<file path="config.mk">
export PLATFORM = sky130hd
export DESIGN_NAME = sprite_addr_gen
export DESIGN_NICKNAME = d
export VERILOG_FILES = /design/src/rtl/sprite_pkg.sv /design/src/rtl/anim_sequencer.sv /design/src/rtl/sprite_addr_gen.sv
export SDC_FILE = /design/constraint.sdc
export NUM_CORES = 1
export LEC_CHECK = 0
export BUFFER_PORTS_ARGS = -buffer_cell sky130_fd_sc_hd__buf_4
export CAP_MARGIN = 10
export CORE_UTILIZATION = 37
export CTS_CLUSTER_SIZE = 20
export DETAILED_ROUTE_END_ITERATION = 8
export PLACE_DENSITY = 0.58
export SLEW_MARGIN = 20
export SYNTH_ARGS = -nofsm -noshare
export SYNTH_HDL_FRONTEND = slang
export SYNTH_SLANG_ARGS = --single-unit
</file>
<file path="constraint.sdc">
create_clock -name Clk -period 3.1 [get_ports Clk]
set_input_delay 0.775 -clock Clk [delete_from_list [all_inputs] [get_ports Clk]]
set_output_delay 0.775 -clock Clk [all_outputs]
set_load 0.02 [all_outputs]
</file>
<file path="src/rtl/sprite_pkg.sv">
// Shared sprite geometry, animation constants and address-pipeline types.
package sprite_pkg;

    localparam int unsigned SPRITE_W        = 21;
    localparam int unsigned SPRITE_H        = 21;
    localparam int unsigned SPRITE_ADDR_W   = 9;
    localparam int unsigned NUM_WALK_FRAMES = 4;
    localparam int unsigned FRAME_DIV       = 6;
    localparam int unsigned SCREEN_W        = 640;
    localparam int unsigned SCREEN_H        = 480;

    localparam int unsigned COORD_W     = 10;
    localparam int unsigned DELTA_W     = COORD_W + 1;
    localparam int unsigned LOCAL_W     = 5;
    localparam int unsigned FRAME_SEL_W = $clog2(NUM_WALK_FRAMES);

    typedef logic [COORD_W-1:0]       coord_t;
    typedef logic [SPRITE_ADDR_W-1:0] sprite_addr_t;
    typedef logic [DELTA_W-1:0]       delta_t;
    typedef logic [LOCAL_W-1:0]       local_t;

    // Stage-1 payload: box test result plus sprite-local row/column.
    typedef struct packed {
        logic   in_box;
        local_t row;
        local_t col;
    } stage1_t;

    // Row start address; constant multiply, reduces to shifts and adds.
    function automatic sprite_addr_t row_base(input local_t row);
        return sprite_addr_t'(row) * sprite_addr_t'(SPRITE_W);
    endfunction

endpackage

</file>
<file path="src/rtl/anim_sequencer.sv">
// Walk-animation frame sequencer; advances only on frame_tick so frame_sel is stable per frame.
module anim_sequencer #(
    parameter int unsigned NUM_FRAMES = 4,
    parameter int unsigned FRAME_DIV  = 6
) (
    input  logic                          clk,
    input  logic                          rst_n,
    input  logic                          frame_tick,
    input  logic                          moving,
    output logic [$clog2(NUM_FRAMES)-1:0] frame_sel
);

    localparam int unsigned SEL_W = $clog2(NUM_FRAMES);
    localparam int unsigned DIV_W = $clog2(FRAME_DIV);

    logic [DIV_W-1:0] div_q, div_d;
    logic [SEL_W-1:0] frame_q, frame_d;

    always_comb begin
        div_d   = div_q;
        frame_d = frame_q;
        if (frame_tick) begin
            if (!moving) begin
                div_d   = '0;
                frame_d = '0;
            end else if (div_q == DIV_W'(FRAME_DIV - 1)) begin
                div_d   = '0;
                frame_d = (frame_q == SEL_W'(NUM_FRAMES - 1)) ? '0 : frame_q + SEL_W'(1);
            end else begin
                div_d   = div_q + DIV_W'(1);
            end
        end
    end

    always_ff @(posedge clk or negedge rst_n) begin
        if (!rst_n) begin
            div_q   <= '0;
            frame_q <= '0;
        end else begin
            div_q   <= div_d;
            frame_q <= frame_d;
        end
    end

    assign frame_sel = frame_q;

endmodule

</file>
<file path="src/rtl/sprite_addr_gen.sv">
// Two-stage sprite ROM address pipeline with aligned hit flag, plus walk-animation frame select.
module sprite_addr_gen
    import sprite_pkg::*;
(
    input  logic                     Clk,
    input  logic                     Reset_n,
    input  logic [COORD_W-1:0]       DrawX,
    input  logic [COORD_W-1:0]       DrawY,
    input  logic                     pixel_valid,
    input  logic [COORD_W-1:0]       SpriteX,
    input  logic [COORD_W-1:0]       SpriteY,
    input  logic                     facing_left,
    input  logic                     moving,
    input  logic                     frame_tick,
    output logic [SPRITE_ADDR_W-1:0] read_address,
    output logic                     hit,
    output logic [FRAME_SEL_W-1:0]   frame_sel
);

    delta_t       dx, dy;
    stage1_t      s1_d, s1_q;
    sprite_addr_t addr_d, addr_q;
    logic         hit_d, hit_q;

    // 11-bit differences keep sprites hanging past column 1023 from aliasing.
    always_comb begin
        dx = delta_t'(DrawX) - delta_t'(SpriteX);
        dy = delta_t'(DrawY) - delta_t'(SpriteY);

        s1_d.in_box = pixel_valid
                    & ~dx[DELTA_W-1] & (dx < delta_t'(SPRITE_W))
                    & ~dy[DELTA_W-1] & (dy < delta_t'(SPRITE_H));
        s1_d.row    = local_t'(dy);
        s1_d.col    = facing_left ? (local_t'(SPRITE_W - 1) - local_t'(dx)) : local_t'(dx);
    end

    always_comb begin
        hit_d  = s1_q.in_box;
        addr_d = '0;
        if (s1_q.in_box) begin
            addr_d = row_base(s1_q.row) + sprite_addr_t'(s1_q.col);
        end
    end

    always_ff @(posedge Clk or negedge Reset_n) begin
        if (!Reset_n) begin
            s1_q   <= '0;
            addr_q <= '0;
            hit_q  <= 1'b0;
        end else begin
            s1_q   <= s1_d;
            addr_q <= addr_d;
            hit_q  <= hit_d;
        end
    end

    assign read_address = addr_q;
    assign hit          = hit_q;

    anim_sequencer #(
        .NUM_FRAMES (NUM_WALK_FRAMES),
        .FRAME_DIV  (FRAME_DIV)
    ) u_anim (
        .clk        (Clk),
        .rst_n      (Reset_n),
        .frame_tick (frame_tick),
        .moving     (moving),
        .frame_sel  (frame_sel)
    );

endmodule

</file>
==> flow_summary.json, run 1 <==
{
  "detail_route.wirelength.met1_um": 2050,
  "clock-skew-final_ps": 2.73,
  "syn_nets": 394,
  "tightest_slew_ps": 351,
  "timing_worst_setup_path_type": "reg2reg",
  "die_width_um": 85.1,
  "cp_cell_sequence": "ha_1 -> ha_1 -> inv_1 -> fa_1 -> inv_1 -> ha_1 -> nor2b_1 -> o21a_1 -> nor2_2 -> o21bai_1 -> a21oi_1 -> xnor2_1 -> and2_1",
  "vias": 2099,
  "place.detailed.instances": 426,
  "cap_viol_max_count": 0,
  "drt_first_iter_violations": 27,
  "rows": 29,
  "first_global_vias": 1996,
  "overflow": 0,
  "final-setup-viol-count": 0,
  "launching_element_type_of_the_critical_path": "flip-flop",
  "pre_cts_ws_ps": 112,
  "track_usage_pct": 13.8,
  "comb_power_share_pct": 60.3,
  "internal_power_uw": 949,
  "routabilityCongestion": 0.803,
  "critical-path-max-stage-delay_ps": 530,
  "drt.antenna.violating_nets": 0,
  "antenna_found_initial": 0,
  "routed.top_layer": "met4",
  "grt_max_degree": 27,
  "antenna_cells": 0,
  "hold_path_class": "in2async",
  "worst-path-max-fanout": 3,
  "avgRoutedWirePerCell_um": 10.5,
  "ctsRootBufferMaster": "sky130_fd_sc_hd__clkbuf_8",
  "start_util_pct": 39.3,
  "die_height_um": 85.1,
  "final_cells": 431,
  "p_per_area_nw_per_um2": 497,
  "synth_top_flop_cell": "sky130_fd_sc_hd__dfrtp_1",
  "critical_path.endpoint_type": "flip-flop",
  "nets": 453,
  "met3RoutedLength_um": 144,
  "setup_slack_ps": 162,
  "ctsHtreeMaxLevel": 1,
  "die-area_um2": 7240,
  "syn-instance-count": 296,
  "clkTransAtPathRegs_ps": 90,
  "power.switching_fraction_pct": 39.0,
  "core_area_um2": 6490,
  "io_buffer_count": 57,
  "grt_first_pass_wirelength_um": 8180,
  "areaGrowthSynthToFinish_pct": 22.4,
  "final_report_max_slew_violation_count": 0,
  "hold_slack_ps": 392,
  "fmax_mhz": 340,
  "layout-drive-gt1-share_pct": 19.2,
  "worst_path_max_delay_cell": "sky130_fd_sc_hd__fa_1",
  "final_cell_mix": "sky130_fd_sc_hd__buf_4, sky130_fd_sc_hd__inv_1, sky130_fd_sc_hd__ha_1",
  "syn-mean-instance-area_um2": 8.63,
  "yosysWarningCount": 0,
  "post_drt_via_cell_ratio": 4.87,
  "post-route-cell-area_um2": 3130,
  "timing.max_slew.rel_slack_pct": 76.3,
  "wl_met2_um": 2290,
  "post_dp_cell_area_um2": 3060,
  "place.detailed.hpwl_um": 3850,
  "clkLatencyLatePin_ps": 270,
  "ios": 58,
  "clock_power_share_pct": 13.9,
  "synthesis.area_um2": 2550,
  "synth-edff-count": 0,
  "cp_data_required_time_ps": 3270,
  "outcome": "completed",
  "number_of_clock_sinks": 26,
  "async_flop_share_pct": 100,
  "path_common_cell": "sky130_fd_sc_hd__ha_1",
  "layout_worst_path_cycle_share_pct": 94.8,
  "cts_buffer_depth": 2,
  "synth_cell_type_count": 47,
  "tritoncts": "done",
  "drt-total-wl_um": 4530,
  "seqPwrFrac_pct": 25.8,
  "mostFrequentLayoutCell": "sky130_fd_sc_hd__buf_4",
  "finalCriticalPeriod_ps": 2940,
  "ys_seq_area_share_pct": 25.5,
  "cts-buffers-inserted": 3,
  "number_of_endpoints_with_negative_hold_slack_in_the_final_report": 0,
  "finalSetupTns_ps": 0,
  "ys_seq_elements": 26,
  "worst-endpoint-arrival_ps": 3110,
  "route.detailed.drc": 0,
  "net-switching-power_uw": 606,
  "drt_first_pass_iters": 4,
  "max-vdd-ir-drop_uv": 171,
  "power_leakage_nw": 1.66,
  "worst-r2r-cell-count": 13
}
cell usage after synthesis (2+ instances only):
master	instances	area, um2
sky130_fd_sc_hd__o21a_1	2	15.0
sky130_fd_sc_hd__fa_1	6	120
sky130_fd_sc_hd__a21o_1	3	22.5
sky130_fd_sc_hd__o21ai_0	13	65.1
sky130_fd_sc_hd__nor2b_1	5	31.3
sky130_fd_sc_hd__nor2_1	24	90.1
sky130_fd_sc_hd__nand3_1	4	20.0
sky130_fd_sc_hd__a211oi_1	2	15.0
sky130_fd_sc_hd__mux2i_1	3	30.0
sky130_fd_sc_hd__o211ai_1	2	15.0
sky130_fd_sc_hd__ha_1	46	576
sky130_fd_sc_hd__xnor2_1	12	105
sky130_fd_sc_hd__buf_2	2	10.0
sky130_fd_sc_hd__nor4_2	2	25.0
sky130_fd_sc_hd__nor4b_1	2	17.5
sky130_fd_sc_hd__nand4_1	2	12.5
sky130_fd_sc_hd__dfrtp_1	26	651
sky130_fd_sc_hd__clkbuf_1	2	7.51
sky130_fd_sc_hd__inv_1	53	199
sky130_fd_sc_hd__xor2_1	7	61.3
sky130_fd_sc_hd__and2_1	7	43.8
sky130_fd_sc_hd__nand2_1	19	71.3
sky130_fd_sc_hd__o2bb2ai_1	2	17.5
sky130_fd_sc_hd__nand2b_1	5	31.3
sky130_fd_sc_hd__a21oi_1	18	90.1
sky130_fd_sc_hd__o21ai_1	5	25.0
sky130_fd_sc_hd__o21bai_1	2	15.0
power groups by stage:
stage                     registers (mW)  logic, mW  clock network [mW]
after floorplan                    0.407      0.734                   0
after global placement             0.409      0.923                   0
after detailed placement           0.410      0.937                   0
after CTS                          0.403      0.946               0.227
after global routing               0.408       1.10               0.242
final                              0.402      0.938               0.216
what timing repair did:
action / 4_1_cts / 5_1_grt
setup endpoints to repair: 0 / 2
gates resized for setup: 0 / 1
hold buffers: 0 / 0
buffers inserted: 0 / 1
kinds of logic (layout without fill, tap and decap cells):
| family | Yosys count | count (layout) | share of synthesized area, % |
|---|---|---|---|
| simple gates | 78 | 78 | 15.9 |
| compound gates | 60 | 60 | 14.8 |
| buf+inv | 57 | 115 | 8.47 |
| fa+ha+maj | 52 | 52 | 27.2 |
| flops | 26 | 26 | 25.5 |
| xor+xnor | 19 | 19 | 6.51 |
| mux | 4 | 4 | 1.62 |
registers in the layout, indices dropped and copies added, names as in the netlist:
register          count
hit                   1
s1_q                 10
u_anim.frame_sel      2
hit_d                 1
u_anim.div_q          3
read_address          9
routing by layer:
layer | vias to the layer above | global-route usage (%)
met5 | - | 0
met1 | 945 | 16.8
met2 | 40 | 25.7
met3 | 4 | 1.56
met4 | 0 | 3.24
li1 | 1110 | -
worst max-delay path: cells and delay by family (launching register included):
family	cells	cell delay, ps
fa+ha+maj	4	1420
compound gates	3	420
flops	1	420
simple gates	3	410
buf+inv	2	100
xor+xnor	1	80
through the flow:
| stage | total power, mW | util (%) |
|---|---|---|
| after floorplan | 1.14 | - |
| after global placement | 1.33 | 47.1 |
| after detailed placement | 1.35 | 47.1 |
| after CTS | 1.58 | 48.0 |
| after global routing | 1.75 | 48.1 |
| final | 1.56 | 48.1 |
area by class of cell:
class	instances	area [um2]
fill	638	3370
multi-input combinational	213	1690
sequential	26	651
timing repair buffer	58	435
inverter	53	199
tap	77	96.3
clock buffer	4	55.1
path summary, 6_finish.rpt:
| path | startpoint | end | slack [ps] |
|---|---|---|---|
| min in group Clk | u_anim.frame_sel[0] | u_anim.frame_sel[0] | 520 |
| max reg2reg | s1_q[9] | read_address[8] | 160 |
| max in group asynchronous | Reset_n | s1_q[7] | 2470 |
| min | Reset_n | hit | 390 |
| min reg2reg | u_anim.frame_sel[0] | u_anim.frame_sel[0] | 520 |
| max | s1_q[9] | read_address[8] | 160 |
Note: power is estimated with default switching activity, not from simulation.
==> run 2, diff against run 1 <==
- CELL_PAD_IN_SITES_DETAIL_PLACEMENT: unset -> 0
- CELL_PAD_IN_SITES_GLOBAL_PLACEMENT: unset -> 1
- CTS_CLUSTER_SIZE: 20 -> unset
- PLACE_DENSITY: 0.58 -> 0.74
==> run 2 against run 1 <==
  * Die area unchanged
  * Fmax rose by 0.13%
  * Cell count unchanged
  * Global-route usage about the same
  * Non-clock buffer count unchanged
  * Critical endpoint unchanged
  * Critical path depth is the same
  * Combinational power barely moved
  * Clock power grew 29%
  * Sequential share of layout area is 0.11 points lower
  * Highest routed layer unchanged
==> flow_summary.json, run 2 (synthesized netlist as in run 1, its figures left out) <==
{
  "start_util_pct": 39.3,
  "finalCriticalPeriod_ps": 2930,
  "outcome": "completed",
  "final_cell_mix": "sky130_fd_sc_hd__buf_4, sky130_fd_sc_hd__inv_1, sky130_fd_sc_hd__ha_1",
  "vias": 2054,
  "worst-r2r-cell-count": 13,
  "largest_register_ffs": 10,
  "drt-total-wl_um": 4550,
  "layout-drive-gt1-share_pct": 19.2,
  "core_area_um2": 6490,
  "cts_buffer_depth": 2,
  "grt_max_degree": 27,
  "overall_power_after_layout_mw": 1.62,
  "clock-skew-final_ps": 6.92,
  "clkTransAtPathRegs_ps": 90,
  "number_of_filler_cells_placed_in_the_layout": 645,
  "worst-endpoint-arrival_ps": 3100,
  "rows": 29,
  "critical_path.endpoint_type": "flip-flop",
  "launching_element_type_of_the_critical_path": "flip-flop",
  "post_drt_via_cell_ratio": 4.77,
  "number_of_clock_sinks": 26,
  "cap_viol_max_count": 0,
  "antenna_found_initial": 0,
  "final_cells": 431,
  "io_buffer_count": 57,
  "hold_slack_ps": 387,
  "cts-buffers-inserted": 3,
  "die-area_um2": 7240,
  "setup_slack_ps": 166,
  "finish.utilization_pct": 48.4,
  "grt_first_pass_wirelength_um": 8310,
  "timing.reg2reg.setup_slack_ps": 170,
  "route.detailed.drc": 0,
  "mostFrequentLayoutCell": "sky130_fd_sc_hd__buf_4",
  "place.detailed.instances": 426,
  "place.detailed.hpwl_um": 3850,
  "antenna_cells": 0,
  "track_usage_pct": 13.8,
  "reg2reg_to": "read_address[8]",
  "largest_register": "s1_q",
  "grt_setup_unrepaired": "no",
  "worst_r2r_startpoint": "s1_q[5]",
  "cp_data_required_time_ps": 3260,
  "hold_path_class": "in2async",
  "timing.max_slew.rel_slack_pct": 77.9,
  "final-setup-viol-count": 0,
  "timing_worst_setup_path_type": "reg2reg",
  "ctsHtreeMaxLevel": 1,
  "cts_hold_buffers": 0,
  "number_of_endpoints_with_negative_hold_slack_in_the_final_report": 0,
  "tightest_slew_ps": 327,
  "ctsRootBufferMaster": "sky130_fd_sc_hd__clkbuf_8",
  "routabilityCongestion": 0.842,
  "ios": 58,
  "max-vdd-ir-drop_uv": 248,
  "overflow": 0,
  "drt.antenna.violating_nets": 0,
  "power_leakage_nw": 1.67,
  "final_report_max_slew_violation_count": 0,
  "drt_first_iter_violations": 38,
  "first_global_vias": 1990,
  "die_height_um": 85.1,
  "drt_first_pass_iters": 6,
  "p_per_area_nw_per_um2": 514,
  "die_width_um": 85.1,
  "avgRoutedWirePerCell_um": 10.6,
  "pre_cts_ws_ps": 113,
  "tritoncts": "done",
  "post-route-cell-area_um2": 3140,
  "fmax_mhz": 341,
  "post_dp_cell_area_um2": 3060,
  "worst-path-max-fanout": 3,
  "areaGrowthSynthToFinish_pct": 23.0,
  "clkLatencyLatePin_ps": 270,
  "finalSetupTns_ps": 0,
  "nets": 453,
  "layout_worst_path_cycle_share_pct": 94.7
}
[run 2: cell count changes in the layout (fill, tap and decap cells not counted), sizes merged]
cell / before / now
clkbuf: 4 / 3
bufinv: 0 / 1
[run 2: routing by layer]
layer / track usage [%] / vias up / wire length (um)
met5: 0 / - / 0
met4: 3.70 / 0 / 17
met3: 1.17 / 2 / 136
met2: 24.9 / 43 / 2270
met1: 17.6 / 899 / 2130
li1: - / 1110 / -
[run 2: worst max-delay path, stage by stage (launching register included)]
cell and delay (ps):
sky130_fd_sc_hd__dfrtp_1 410, sky130_fd_sc_hd__ha_1 300, sky130_fd_sc_hd__ha_1 270, sky130_fd_sc_hd__inv_1 50, sky130_fd_sc_hd__fa_1 520, sky130_fd_sc_hd__inv_1 40
sky130_fd_sc_hd__ha_1 310, sky130_fd_sc_hd__nor2b_1 160, sky130_fd_sc_hd__o21a_1 170, sky130_fd_sc_hd__nor2_2 110, sky130_fd_sc_hd__o21bai_1 70, sky130_fd_sc_hd__a21oi_1 170
sky130_fd_sc_hd__xnor2_1 90, sky130_fd_sc_hd__and2_1 150
[run 2: final cells by class]
| class | instances | area (um2) | share of cell area [%] |
|---|---|---|---|
| clock buffer | 3 | 41.3 | 1.31 |
| clock inverter | 1 | 30.0 | 0.955 |
| inverter | 53 | 199 | 6.33 |
| multi-input combinational | 213 | 1690 | 53.8 |
| sequential | 26 | 651 | 20.7 |
| tap | 77 | 96.3 | 3.07 |
| timing repair buffer | 58 | 435 | 13.9 |
[run 2: report_power, final]
group	total, mW	switching (mW)	internal [mW]
clock network	0.278	0.105	0.173
logic	0.936	0.479	0.456
registers	0.402	0.0255	0.377
[run 2: worst max path at each step]
stage / from / to / slack [ps]
finish: s1_q[5] / read_address[8] / 170
global route: s1_q[8] / read_address[7] / 2
CTS: s1_q[5] / read_address[8] / 110
detailed placement: DrawY[0] / hit_d / 110
global placement: DrawX[0] / hit_d / 140
floorplan: s1_q[5] / read_address[8] / 260
[run 2: timing repair]
item	in CTS	in global routing
hold endpoints to repair	0	0
setup buffers	0	1
gates resized for setup	0	1
setup endpoints to repair	0	2
